File: src/rtl/tx_send_pkg.sv
// Shared constants for the SpaceWire TX staging path: credit sizing and the
// N-char control-flag encoding.
package tx_send_pkg;

  localparam int unsigned FCT_CREDIT_INC = 8;
  localparam int unsigned CREDIT_MAX_DEF = 56;
  localparam int unsigned DATA_W_DEF     = 9;
  localparam int unsigned CTRL_BIT       = DATA_W_DEF - 1;

  typedef enum logic [1:0] {
    CTRL_EOP = 2'b00,
    CTRL_EEP = 2'b01
  } ctrl_code_e;

endpackage

File: src/rtl/tx_send_fifo.sv
// First-word-fall-through FIFO; the head is visible on rd_data whenever the FIFO
// is non-empty and reads as zero when it is empty.
module tx_send_fifo #(
  parameter int unsigned DATA_W = 9,
  parameter int unsigned DEPTH  = 4
) (
  input  logic                     pclk_tx,
  input  logic                     enable_tx,
  input  logic                     wr_req,
  input  logic [DATA_W-1:0]        wr_data,
  input  logic                     rd_req,
  output logic [DATA_W-1:0]        rd_data,
  output logic [$clog2(DEPTH):0]   count,
  output logic                     full,
  output logic                     empty
);

  localparam int unsigned AW = $clog2(DEPTH);

  logic [DATA_W-1:0] mem [DEPTH];
  logic [AW-1:0]     wr_ptr;
  logic [AW-1:0]     rd_ptr;
  logic              wr_en;
  logic              rd_en;

  assign full    = (count == (AW+1)'(DEPTH));
  assign empty   = (count == '0);
  assign wr_en   = wr_req & ~full;
  assign rd_en   = rd_req & ~empty;
  assign rd_data = empty ? '0 : mem[rd_ptr];

  always_ff @(posedge pclk_tx) begin
    if (wr_en) mem[wr_ptr] <= wr_data;
  end

  // Pointers wrap naturally because DEPTH is a power of two.
  always_ff @(posedge pclk_tx or negedge enable_tx) begin
    if (!enable_tx) begin
      wr_ptr <= '0;
      rd_ptr <= '0;
      count  <= '0;
    end else begin
      if (wr_en) wr_ptr <= wr_ptr + 1'b1;
      if (rd_en) rd_ptr <= rd_ptr + 1'b1;
      case ({wr_en, rd_en})
        2'b10:   count <= count + 1'b1;
        2'b01:   count <= count - 1'b1;
        default: count <= count;
      endcase
    end
  end

endmodule

File: src/rtl/tx_data_send_buf.sv
// TX staging between host writes and the character encoder: N-char FIFO,
// FCT credit accounting and a single pending time-code slot.
module tx_data_send_buf
  import tx_send_pkg::*;
#(
  parameter int unsigned DATA_W     = DATA_W_DEF,
  parameter int unsigned DEPTH      = 4,
  parameter int unsigned CREDIT_MAX = CREDIT_MAX_DEF,
  parameter int unsigned CREDIT_W   = 6
) (
  input  logic                   pclk_tx,
  input  logic                   enable_tx,
  input  logic                   txwrite_tx,
  input  logic [DATA_W-1:0]      data_tx_i,
  output logic                   txrdy_tx,
  input  logic                   fct_rx,
  output logic [DATA_W-1:0]      tx_data_out,
  output logic                   tx_data_vld,
  input  logic                   tx_data_take,
  input  logic                   tickin_tx,
  input  logic [7:0]             timecode_tx_i,
  output logic [7:0]             tx_tcode_in,
  output logic                   tcode_rdy_trnsp,
  input  logic                   tcode_take,
  output logic [CREDIT_W-1:0]    credit_cnt,
  output logic [$clog2(DEPTH):0] fifo_count,
  output logic                   credit_err
);

  localparam int unsigned SW = CREDIT_W + 4;

  logic          fifo_full;
  logic          fifo_empty;
  logic          take;
  logic [SW-1:0] credit_sum;
  logic          credit_ovf;

  assign txrdy_tx    = enable_tx & ~fifo_full;
  assign tx_data_vld = ~fifo_empty & (credit_cnt != '0);
  assign take        = tx_data_take & tx_data_vld;

  tx_send_fifo #(
    .DATA_W (DATA_W),
    .DEPTH  (DEPTH)
  ) u_fifo (
    .pclk_tx   (pclk_tx),
    .enable_tx (enable_tx),
    .wr_req    (txwrite_tx),
    .wr_data   (data_tx_i),
    .rd_req    (take),
    .rd_data   (tx_data_out),
    .count     (fifo_count),
    .full      (fifo_full),
    .empty     (fifo_empty)
  );

  // Overflow is judged on the net update, so an FCT that arrives with a take
  // is tested against +7 rather than +8.
  always_comb begin
    credit_sum = SW'(credit_cnt) + (fct_rx ? SW'(FCT_CREDIT_INC) : '0);
    credit_ovf = (credit_sum - SW'(take)) > SW'(CREDIT_MAX);
  end

  always_ff @(posedge pclk_tx or negedge enable_tx) begin
    if (!enable_tx) begin
      credit_cnt <= '0;
      credit_err <= 1'b0;
    end else if (credit_ovf) begin
      credit_cnt <= credit_cnt - CREDIT_W'(take);
      credit_err <= 1'b1;
    end else begin
      credit_cnt <= credit_sum[CREDIT_W-1:0] - CREDIT_W'(take);
    end
  end

  always_ff @(posedge pclk_tx or negedge enable_tx) begin
    if (!enable_tx) begin
      tx_tcode_in     <= '0;
      tcode_rdy_trnsp <= 1'b0;
    end else if (tickin_tx) begin
      tx_tcode_in     <= timecode_tx_i;
      tcode_rdy_trnsp <= 1'b1;
    end else if (tcode_take) begin
      tcode_rdy_trnsp <= 1'b0;
    end
  end

endmodule

File: config.mk
export PLATFORM = sky130hd
export DESIGN_NAME = tx_data_send_buf
export DESIGN_NICKNAME = d
export VERILOG_FILES = /design/src/rtl/tx_send_pkg.sv /design/src/rtl/tx_send_fifo.sv /design/src/rtl/tx_data_send_buf.sv
export SDC_FILE = /design/constraint.sdc
export NUM_CORES = 1
export LEC_CHECK = 0
export ABC_AREA = 1
export CAP_MARGIN = 40
export CORE_ASPECT_RATIO = 1.75
export CORE_UTILIZATION = 30
export CTS_BUF_LIST = sky130_fd_sc_hd__clkbuf_4
export DETAILED_ROUTE_END_ITERATION = 16
export GPL_TIMING_DRIVEN = 1
export SETUP_SLACK_MARGIN = 0.5
export SYNTH_ARGS = -nofsm -noshare
export SYNTH_HDL_FRONTEND = slang
export SYNTH_SLANG_ARGS = --single-unit
export TNS_END_PERCENT = 100
File: constraint.sdc
create_clock -name pclk_tx -period 3.3 [get_ports pclk_tx]
set_input_delay 0.99 -clock pclk_tx [delete_from_list [all_inputs] [get_ports pclk_tx]]
set_output_delay 0.99 -clock pclk_tx [all_outputs]
set_load 0.1 [all_outputs]
==> qor.yml <==
status:
  status: "complete, no violations"
setup_path:
  path_buf_inv: 3
  setup.worst_path.class: "input port to output port"
  crit_path_top_delay_cell: "dlygate4sd2_1"
  cp.arrival_ps: 1720
  critPathMaxStageDelay_ps: 270
  cp-end-kind: "output port"
  crit_path_start_kind: "input port"
  crit_family: "buffers and inverters"
  crit_fanout: 2
  worstPathCellList: "dlygate4sd2_1, inv_1, a31oi_4, buf_12"
  crit_required_ps: 2310
timing:
  setup_viol_count_final: 0
  drv_slew: 0
  hold_viol: 0
  tightest_slew_ps: 408
  finalCritPeriodShare_pct: 82.0
  timing.fmax_mhz: 369
  fin_worst_skew_ps: 13.2
  final.min_clock_period_ps: 2710
  grt_setup_unrepaired: "yes"
  fin_tns_setup_ps: 0
  max_slew_margin_pct: 72.8
routing:
  vias_per_cell: 4.41
  vias: 2040
  drt-total-wl_um: 5940
  drt-pass1-iter-count: 4
  first_iter_violations: 66
  route.detailed.drc: 0
  routedWlPerCell_um: 12.8
  ant_nets: 0
synthesis:
  syn_avg_cell_area_sq_um: 10.3
  async_flop_share_pct: 39.0
  ys_ff_latch: 59
  synth_ff_type: "edfxtp_1"
  synthAdderAreaFrac_pct: 4.76
  seq_area_frac_synth_pct: 59.4
  synthSimpleGateAreaFrac_pct: 20.6
  yosysUniqueCellTypes: 30
  synth_area_sq_um: 2790
  synth_edf_count: 36
  yosys_warnings: 0
  synth-compound-area-share_pct: 7.41
  synthXorXnorAreaFrac_pct: 2.51
  syn_nets: 305
  synthCells: 271
  muxShareOfSynthArea_pct: 0
  synth_top_family_by_area: "simple AND/OR/NAND/NOR gates"
clock_tree:
  cts_buffers: 9
  path_clk_slew_ps: 90
  ctsHoldBuffers: 0
  cts_setup_buffers: 0
  cts_tree: "done"
  clkLatencyLatePin_ps: 390
  htreeDepth: 3
  clock-sinks: 59
  root_buffer: "clkbuf_4"
  clk_path_buf_depth: 2
run:
  drv_cap: 0
die:
  start_util_pct: 30.9
  die_x_um: 74.9
  fp-row-count: 46
  coreArea_sq_um: 9040
  fp.dieH_um: 130
  io_pins: 54
  die_area_sq_um: 9700
finish:
  drive_above_1_share_pct: 34.1
  layout_commonest_cell: "nor2_1"
  area_growth_pct: 38.6
  layout_common_cells: "45 x nor2_1, 37 x nand2_1, 36 x edfxtp_1, 27 x buf_4, 23 x inv_1"
  nets: 372
  diodes: 0
placed_design:
  gp_congestion: 0.759
  place_hpwl_um: 4350
  io_buffers: 53
min_path:
  hp-class: "flip-flop to flip-flop"
global_routing:
  grtUsageTotal_pct: 13.8
  grt_pass1_wl_um: 9710
  gr-total-overflow: 0
  grt_pass1_vias: 2113
  antenna_found_initial: 0
  grt_max_degree: 24
through the flow:
step / hold WS, ps / cells / setup slack, ps / utilization, % / area, sq um
3_5_place_dp: 461 / 446 / 217 / 40.8 / 3690
6_report: 481 / 463 / 593 / 42.8 / 3860
3_3_place_gp: 456 / 446 / 245 / 40.8 / 3690
2_1_floorplan: 557 / 271 / 401 / - / 2920
4_1_cts: 488 / 462 / 531 / 42.3 / 3820
5_1_grt: 514 / 463 / 498 / 42.8 / 3860
worst paths after layout:
check                                              to  slack (ps)  cells after the start                       start
hold / removal             tx_tcode_in[4]$_DFFE_PN0P_         480                      2  tx_tcode_in[4]$_DFFE_PN0P_
max in group asynchronous     credit_cnt[3]$_DFF_PN0_        2230                      2                   enable_tx
setup / recovery                             txrdy_tx         590                      4                   enable_tx
setup reg to reg              credit_cnt[5]$_DFF_PN0_         770                     18     credit_cnt[1]$_DFF_PN0_
min in group asynchronous     credit_cnt[2]$_DFF_PN0_         800                      2                   enable_tx
hold reg to reg            tx_tcode_in[4]$_DFFE_PN0P_         480                      2  tx_tcode_in[4]$_DFFE_PN0P_
cell families after synthesis:
logic type	count (synthesis)
buffers and inverters	39
XOR/XNOR	8
AND/OR/NAND/NOR	118
AO/OA/AOI/OAI	37
adder cells (fa/ha/maj)	10
flip-flops	59
final cells by class:
type	instances	area (sq um)
inverters	33	144
fillers	893	5170
repair inverters	1	7.51
clock buffers	10	75.1
multi-input cells	173	1090
repair buffers	61	652
well taps	120	150
flip-flops and latches	59	1680
clock inverters	6	56.3
repair_timing:
item | CTS | global route
pin swaps | 0 | 2
gates cloned | 0 | 1
gates resized for setup | 2 | 8
endpoints found under the setup margin | 10 | 12
registers in the layout, indices dropped and copies added (netlist names):
name	cells
credit_err	1
u_fifo.rd_ptr	2
u_fifo.wr_ptr	2
tcode_rdy_trnsp	1
tx_tcode_in	8
u_fifo.mem	36
u_fifo.count	3
credit_cnt	6
worst reg2reg max path, cell delays in order, from the launching register on:
cell and delay [ps]:
dfrtp_4 500, inv_1 120, nand2_1 80, nor3_2 130, a31o_4 230, inv_12 30
nand2_4 60, inv_1 70, ha_4 180, ha_4 170, xor2_2 180, nor2_2 120
nand2_2 80, nand3_4 80, nand2_4 90, o21ai_2 160, inv_1 60, nand2_1 60
nand2_1 40
layer usage:
layer,vias up,GRT usage (%),part of all wire [%]
li1,1013,-,-
met1,964,13.7,36
met2,52,26.5,59
met3,11,2.57,3.1
met4,0,5.99,1.9
met5,-,0,0
Yosys cell counts, types with 4 or more instances:
library cell,count,area share (%)
nand2_2,14,3.1
nand3_1,8,1.4
inv_2,7,0.94
nor2_1,45,6.1
clkbuf_1,4,0.54
xor2_1,7,2.2
ha_1,9,4.0
nor2_2,4,0.90
o21ai_0,22,3.9
dfrtp_1,23,21
edfxtp_1,36,39
nand2_1,38,5.1
a21oi_1,11,2.0
inv_1,24,3.2
Power is not shown: default switching activity piles up to over one toggle a cycle in this logic, so the estimate is an artifact.
